===== config.mk =====
export PLATFORM = sky130hd
export DESIGN_NAME = eb_rr_merge
export DESIGN_NICKNAME = d
export VERILOG_FILES = /design/src/rtl/eb_pkg.sv /design/src/rtl/eb_rr_arb.sv /design/src/rtl/eb_rr_merge.sv
export SDC_FILE = /design/constraint.sdc
export NUM_CORES = 1
export LEC_CHECK = 0
export CAP_MARGIN = 20
export CORE_MARGIN = 2
export CORE_UTILIZATION = 40
export DETAILED_ROUTE_END_ITERATION = 10
export PLACE_DENSITY = 0.8
export SLEW_MARGIN = 20
export SYNTH_ARGS = -nofsm -noshare
export SYNTH_HDL_FRONTEND = slang
export SYNTH_SLANG_ARGS = --single-unit

===== constraint.sdc =====
create_clock -name clk -period 2.8 [get_ports clk]
set_clock_uncertainty 0.15 [all_clocks]
set_input_delay 0.28 -clock clk [delete_from_list [all_inputs] [get_ports clk]]
set_output_delay 0.28 -clock clk [all_outputs]
set_load 0.005 [all_outputs]

===== src/rtl/eb_pkg.sv =====
// Shared helpers and types for the valid/ready elastic-buffer fabric.
package eb_pkg;

    function automatic int id_width(input int n);
        return (n > 1) ? $clog2(n) : 1;
    endfunction

    localparam int EB_DEF_N_T      = 4;
    localparam int EB_DEF_T_WIDTH  = 8;
    localparam int EB_DEF_ID_WIDTH = id_width(EB_DEF_N_T);

    // Buffered entry at the default fabric widths: payload plus source index.
    typedef struct packed {
        logic [EB_DEF_T_WIDTH-1:0]  data;
        logic [EB_DEF_ID_WIDTH-1:0] id;
    } eb_entry_t;

endpackage


===== src/rtl/eb_rr_arb.sv =====
// Round-robin arbiter: rotating-priority search from ptr, one-hot t_ready, ptr register.
module eb_rr_arb
    import eb_pkg::*;
#(
    parameter  int N_T      = 4,
    localparam int ID_WIDTH = id_width(N_T)
) (
    input  logic                clk,
    input  logic                reset,
    input  logic [N_T-1:0]      t_valid,
    input  logic                full,
    input  logic                push,
    output logic [ID_WIDTH-1:0] grant,
    output logic [N_T-1:0]      t_ready
);

    logic [ID_WIDTH-1:0] ptr_q, ptr_d;
    logic [N_T-1:0]      rot;
    logic [ID_WIDTH:0]   sum;
    logic                found;

    // Rotate so that bit 0 is the requester at ptr; the first set bit wins.
    always_comb begin
        // NOTE: every combinational output gets a default first so no latch is inferred.
        rot   = N_T'({t_valid, t_valid} >> ptr_q);
        grant = '0;
        found = 1'b0;
        sum   = '0;
        for (int i = 0; i < N_T; i++) begin
            if (!found && rot[i]) begin
                found = 1'b1;
                sum   = {1'b0, ptr_q} + (ID_WIDTH+1)'(i);
                if (sum >= (ID_WIDTH+1)'(N_T)) sum = sum - (ID_WIDTH+1)'(N_T);
                grant = sum[ID_WIDTH-1:0];
            end
        end
    end

    // Ready is held low throughout reset even with requests pending.
    always_comb begin
        for (int k = 0; k < N_T; k++) begin
            t_ready[k] = found && (grant == ID_WIDTH'(k)) && t_valid[k] && !full && !reset;
        end
    end

    always_comb begin
        ptr_d = ptr_q;
        if (push) ptr_d = (grant == ID_WIDTH'(N_T-1)) ? '0 : grant + 1'b1;
    end

    always_ff @(posedge clk or posedge reset) begin
        // NOTE: sequential state is updated with non-blocking assignments only.
        if (reset) ptr_q <= '0;
        else       ptr_q <= ptr_d;
    end

endmodule


===== src/rtl/eb_rr_merge.sv =====
// N-to-1 round-robin stream merger feeding a shared 2-entry (head + skid) elastic buffer.
module eb_rr_merge
    import eb_pkg::*;
#(
    parameter  int N_T      = 4,
    parameter  int T_WIDTH  = 8,
    localparam int ID_WIDTH = id_width(N_T)
) (
    input  logic                   clk,
    input  logic                   reset,
    input  logic [N_T*T_WIDTH-1:0] t_data,
    input  logic [N_T-1:0]         t_valid,
    output logic [N_T-1:0]         t_ready,
    output logic [T_WIDTH-1:0]     i_0_data,
    output logic [ID_WIDTH-1:0]    i_0_id,
    output logic                   i_0_valid,
    input  logic                   i_0_ready
);

    typedef struct packed {
        logic [T_WIDTH-1:0]  data;
        logic [ID_WIDTH-1:0] id;
    } entry_t;

    logic [1:0]          count_q, count_d;
    entry_t              head_q, skid_q, new_entry;
    logic [ID_WIDTH-1:0] grant;
    logic                full, push, pop;
    logic                head_en, head_sel_skid, skid_en;

    assign full = (count_q == 2'd2);
    assign push = |t_ready;
    assign pop  = i_0_valid & i_0_ready;

    eb_rr_arb #(.N_T(N_T)) u_arb (
        .clk     (clk),
        .reset   (reset),
        .t_valid (t_valid),
        .full    (full),
        .push    (push),
        .grant   (grant),
        .t_ready (t_ready)
    );

    always_comb begin
        new_entry.data = '0;
        new_entry.id   = grant;
        for (int k = 0; k < N_T; k++) begin
            if (grant == ID_WIDTH'(k)) new_entry.data = t_data[k*T_WIDTH +: T_WIDTH];
        end
    end

    // Control: count update plus load enables and the head source select.
    always_comb begin
        count_d       = count_q;
        head_en       = 1'b0;
        head_sel_skid = 1'b0;
        skid_en       = 1'b0;
        unique case ({push, pop})
            2'b10: begin
                count_d = count_q + 2'd1;
                head_en = (count_q == 2'd0);
                skid_en = (count_q == 2'd1);
            end
            2'b01: begin
                count_d       = count_q - 2'd1;
                head_en       = full;
                head_sel_skid = 1'b1;
            end
            2'b11:   head_en = 1'b1;   // only reachable with one entry held
            default: ;
        endcase
    end

    // Data: the head and skid registers are cleared on reset so outputs read zero.
    always_ff @(posedge clk or posedge reset) begin
        if (reset) begin
            count_q <= 2'd0;
            head_q  <= '0;
            skid_q  <= '0;
        end else begin
            count_q <= count_d;
            if (head_en) head_q <= head_sel_skid ? skid_q : new_entry;
            if (skid_en) skid_q <= new_entry;
        end
    end

    assign i_0_valid = (count_q != 2'd0);
    assign i_0_data  = head_q.data;
    assign i_0_id    = head_q.id;

endmodule


==> results.cfg, run 1 <==
[worst_setup_path]
reg2regPathDepth = 11
reg2reg_to = i_0_data[1]
worst_path_most_repeated_cell = buf_4
rrSetupSlack_ns = -0.14
cpPeakStageDelay_ns = 0.48
path_delay_family = compound AO/OA/AOI/OAI gates
cp-end-kind = flip-flop
r2r-start = u_arb.ptr_q[1]
path_class = reg -> reg
worstSetupStartpointType = flip-flop
critPathBufInv = 3
path_max_fanout = 8
slowest_stage = a221oi_1
crit_chain = a21oi_2 -> o21a_1 -> o22ai_4 -> inv_2 -> ha_4 -> buf_4 -> buf_4 -> or2_1 -> a221oi_1 -> or3_1 -> a31oi_1
worstPathRequired_ns = 2.81
cp.arrival_ns = 2.95

[final_layout]
syn2layout_area_growth_pct = 77.0
drive_above_1_share = 0.338
fin_nets = 311
mostFrequentLayoutCell = clkdlybuf4s50_1
num_antenna_cells = 0
final_cell_mix = clkdlybuf4s50_1, buf_4, dfrtp_1
fin_cells = 308

[floorplanning]
die_h_um = 65.1
die_area_um2 = 4240
start_util = 0.412
die_x_um = 65.1
ioPinCount = 54
placementRows = 22
fp.coreArea_um2 = 3630

[timing]
tightest_slew_ns = 0.517
whs_ns = 0.226
max_slew_margin = 0.655
setup_ws_ns = -0.140
slew_viol_final = 0
max_freq_mhz = 340
grt_setup_unrepaired = yes
post-route-min-period_ns = 2.94
period_share = 1.05
setup_viol = 12
tns_ns = -0.724
hold_violations = 0

[global_routing]
busiest_layer = met2
grtUsageTotal = 0.227
use_met2 = 0.403
grtUsageMet1 = 0.288
grt_pass1_vias = 1547
gr-usage-met3 = 0.0360
overflow = 0
antenna_found_initial = 0
grt_max_degree = 25
grt_pass1_wl_mm = 7.36

[yosys]
synth_top_area_share = 0.402
syn_nets = 214
synth.distinct_cells = 31
post-synth-top-area-cell = dfrtp_1
ys_seq_elements = 24
synth_area_leaders = dfrtp_1, ha_1, nand2_1, a221oi_1, o31ai_1
synthArstFlopShare = 1.00
seq_area_frac_synth = 0.402
ys.flop_type = dfrtp_1
synthCells = 164
syn_area_um2 = 1500
syn_avg_cell_area_um2 = 9.12
yosysWarningCount = 0
synth_edf_count = 0

[cts]
clockBufferDepth = 2
cts_buffers = 3
clock_sinks = 24
cts_tree = done
clk_latency_ns = 0.27
root_buffer = clkbuf_8
cts.clk_slew.worst_paths_ns = 0.09
cts_max_level = 1

[job]
cap_violations = 0

[detailed_routing]
vias = 1694
drc_errors = 0
wl_mm = 5.61
vias_per_cell = 5.50
ant_nets = 0
routedWlPerCell_um = 18.2
drtIter0Drc = 168
drt_first_pass_iters = 4

[placed_design]
io_buffer_count = 53
dp_hpwl_mm = 3.28
gp_congestion = 0.826
dp.cells = 296

[pwr]
p_leak_nw = 1.16
peakVddDrop_mv = 0.434
p_per_area_nw_per_um2 = 983

[status]
status = complete, but fails checks
violations = setup timing

[worst_hold_path]
hold_class = in -> async
registers in the layout, summed over array words and instances (netlist names):
signal and flops:
i_0_data 8, u_arb.ptr_q 2, i_0_id 2, skid_q 10, count_q 2
power by group:
| group | internal (mW) | switching [mW] |
|---|---|---|
| clock network | 0.126 | 0.119 |
| registers | 0.518 | 0.127 |
| logic | 0.914 | 0.797 |
how the worst max path moves through the flow:
stage,cells past startpoint,startpoint,to
after floorplan,14,u_arb.ptr_q[1],i_0_id[0]
after global placement,15,t_valid[0],i_0_id[0]
after detailed placement,15,t_valid[0],i_0_data[0]
after CTS,13,u_arb.ptr_q[1],i_0_data[5]
after global routing,11,u_arb.ptr_q[1],i_0_data[1]
final,11,u_arb.ptr_q[1],i_0_data[1]
cell families after synthesis:
kind of cell    count (synthesis)  synth area share
flops                          24             0.402
buf+inv                        22            0.0694
compound gates                 46             0.235
simple gates                   56             0.168
xor+xnor                        2            0.0117
mux                             3            0.0218
fa+ha+maj                      11            0.0920
cell usage after synthesis (all sizes together) (2+ instances only):
cell,n
nand2,27
dfrtp,24
nor2,15
inv,12
ha,11
a221oi,9
a31oi,9
o22ai,9
o31ai,8
or3,8
clkbuf,6
buf,4
a21oi,3
o221ai,3
mux2,2
nand2b,2
o21ai,2
or2,2
what timing repair did:
item	CTS	global route
cloned	0	1
pin swaps	5	10
resized for setup	16	34
buffers inserted	2	5
endpoints found under the setup margin	11	19
hold buffers	0	0
worst min-delay path: cells and delay by family:
| kind | cells | cell delay, ns |
|---|---|---|
| buffers and inverters | 3 | 0.78 |
through the flow:
step	area (um2)	power (mW)	util	worst slack (ns)
final	2650	2.60	0.728	-0.140
after global routing	2650	2.78	0.728	-0.196
after CTS	2450	2.28	0.674	0.00472
after detailed placement	2340	1.98	0.644	-0.540
after global placement	2340	1.93	0.644	-0.323
after floorplan	1500	1.32	-	0.0119
final cells by class:
type,count,area (um2)
sequential,24,602
clock buffer,4,55.1
timing repair buffer,102,913
multi-input combinational,118,971
fill,244,987
tap,48,60.1
inverter,12,45.0
per-layer routing:
metal  share of wire  wire, um
met1            0.39      2180
met2            0.53      2960
met3           0.061       341
met4           0.021       119
met5               0         0
Note: power is estimated with default switching activity, not from simulation.
==> run 2, diff against run 1 <==
--- a/config.mk
+++ b/config.mk
@@ -5,11 +5,12 @@
 export SDC_FILE = /design/constraint.sdc
 export NUM_CORES = 1
 export LEC_CHECK = 0
+export ABC_CLOCK_PERIOD_IN_PS = 2800
 export CAP_MARGIN = 20
 export CORE_MARGIN = 2
 export CORE_UTILIZATION = 40
 export DETAILED_ROUTE_END_ITERATION = 10
-export PLACE_DENSITY = 0.8
+export PLACE_DENSITY = 0.79
 export SLEW_MARGIN = 20
 export SYNTH_ARGS = -nofsm -noshare
 export SYNTH_HDL_FRONTEND = slang
==> results.cfg, run 2 (synthesis results as in run 1) <==
[detailed_routing]
drtIter0Drc = 155
ant_nets = 0
vias_per_cell = 5.61
drc_errors = 0
vias = 1744
wl_mm = 5.67
routedWlPerCell_um = 18.2
drt_first_pass_iters = 5

[final_layout]
drive_above_1_share = 0.350
fillers = 235
syn2layout_area_growth_pct = 81.3
mostFrequentLayoutCell = clkdlybuf4s50_1
largest_register_ffs = 10
max_flop_register = skid_q
fin_nets = 314
final_cell_mix = clkdlybuf4s50_1, buf_4, nand2_1, dfrtp_1
fin_area_um2 = 2710
num_antenna_cells = 0

[placed_design]
placed_cell_area_um2 = 2360
io_buffer_count = 53
dp_slack_ns = -0.422
gp_congestion = 0.792
dp_hpwl_mm = 3.19

[worst_setup_path]
worstPathRequired_ns = 2.82
slowest_stage = dfrtp_2
cp.arrival_ns = 2.89
path_class = reg -> reg
r2r-start = u_arb.ptr_q[1]
cp-end-kind = flip-flop
reg2regPathDepth = 14
rrSetupSlack_ns = -0.07
reg2reg_to = i_0_data[5]
path_max_fanout = 6
cpPeakStageDelay_ns = 0.48
crit_chain = a21oi_2 -> o21a_1 -> o22ai_4 -> inv_2 -> ha_4 -> nand2_4 -> a41oi_4 -> inv_2 -> ha_4 -> a221oi_4 -> nor2_4 -> buf_4 -> nor2_1 -> a31oi_1
worstSetupStartpointType = flip-flop

[global_routing]
grt_max_degree = 25
overflow = 0
grtUsageTotal = 0.209
grt_pass1_wl_mm = 6.83
grt_pass1_vias = 1486
antenna_found_initial = 0

[floorplanning]
ioPinCount = 54
die_x_um = 65.1
die_h_um = 65.1
fp.coreArea_um2 = 3630
start_util = 0.412
placementRows = 22
die_area_um2 = 4240

[timing]
max_freq_mhz = 348
hold_violations = 0
setup_ws_ns = -0.0726
tightest_slew_ns = 0.377
post-route-min-period_ns = 2.87
period_share = 1.03
grt_setup_unrepaired = yes
slew_viol_final = 0
setup_viol = 11
max_slew_margin = 0.749

[cts]
cts_hold_buf = 0
clk_latency_ns = 0.28
cts_buffers = 3
clock_sinks = 24
clockBufferDepth = 2
cts_tree = done
cts_max_level = 1
cts.clk_slew.worst_paths_ns = 0.10
root_buffer = clkbuf_8

[pwr]
p_leak_nw = 1.16
peakVddDrop_mv = 0.502
p_per_area_nw_per_um2 = 1000

[status]
status = complete, but fails checks
violations = setup timing

[worst_hold_path]
hold_class = in -> async

[job]
cap_violations = 0
==> run 2: changes by cell type in the layout (fill, tap and decap cells not counted), sizes merged <==
cell / previous run / this run
buf: 49 / 52
dlymetal6s2s: 2 / 0
bufinv: 0 / 1
clkbuf: 4 / 3
clkdlybuf4s50: 49 / 50
dlygate4sd2: 2 / 3
==> run 2: metrics by stage <==
stage	instances	hold slack, ns	utilization	total power, mW	TNS [ns]
after floorplan	164	0.145	-	1.32	0
after global placement	299	0.311	0.650	1.95	-3.01
after detailed placement	299	0.317	0.650	2.00	-4.49
after CTS	304	0.255	0.684	2.37	0
after global routing	311	0.334	0.746	2.87	-1.36
final	311	0.289	0.746	2.72	-0.534
==> run 2: timing repair <==
item                       in CTS  in global routing
gates cloned                    0                  1
resized for setup              16                 38
setup endpoints to repair      10                 17
pin swaps                       3                 11
setup buffers                   1                  6
==> run 2: worst max path at each step <==
stage,from,endpoint
6_report,u_arb.ptr_q[1],i_0_data[5]
3_5_place_dp,t_valid[0],i_0_id[0]
4_1_cts,u_arb.ptr_q[0],i_0_id[0]
3_3_place_gp,t_valid[0],i_0_id[0]
5_1_grt,u_arb.ptr_q[1],i_0_data[0]
2_1_floorplan,u_arb.ptr_q[1],i_0_id[0]
==> run 2: report_power, final <==
group          internal, mW  switching, mW
sequential            0.519          0.134
combinational         0.945          0.799
clock                 0.192          0.132
==> run 2: critical path: cells and delay by family (launching register included) <==
family          cells  cell delay (ns)
compound gates      6             1.14
flops               1             0.48
buf+inv             3             0.38
simple gates        3             0.25
fa+ha+maj           2             0.35
==> run 2: metal layers <==
metal,GRT usage,part of all wire,up-vias
li1,-,-,787
met1,0.273,0.41,851
met2,0.343,0.50,88
met3,0.0240,0.052,18
met4,0.104,0.031,0
met5,0,0,-
==> run 2: final cells by class <==
cell class,instances,area [um2],share of cell area
Clock buffer,3,41.3,0.0152
Clock inverter,1,30.0,0.0111
Inverter,12,45.0,0.0166
Multi-Input combinational cell,118,1000,0.369
Sequential cell,24,603,0.222
Tap cell,48,60.1,0.0222
Timing Repair Buffer,105,932,0.344
==> run 3, diff against run 2 <==
--- a/config.mk
+++ b/config.mk
@@ -11,7 +11,7 @@
 export CORE_UTILIZATION = 40
 export DETAILED_ROUTE_END_ITERATION = 10
 export PLACE_DENSITY = 0.79
-export SLEW_MARGIN = 20
+export SLEW_MARGIN = 10
 export SYNTH_ARGS = -nofsm -noshare
 export SYNTH_HDL_FRONTEND = slang
 export SYNTH_SLANG_ARGS = --single-unit
==> results of run 3 <==
No change in the layout: final DEF, timing and power equal those of run 2.
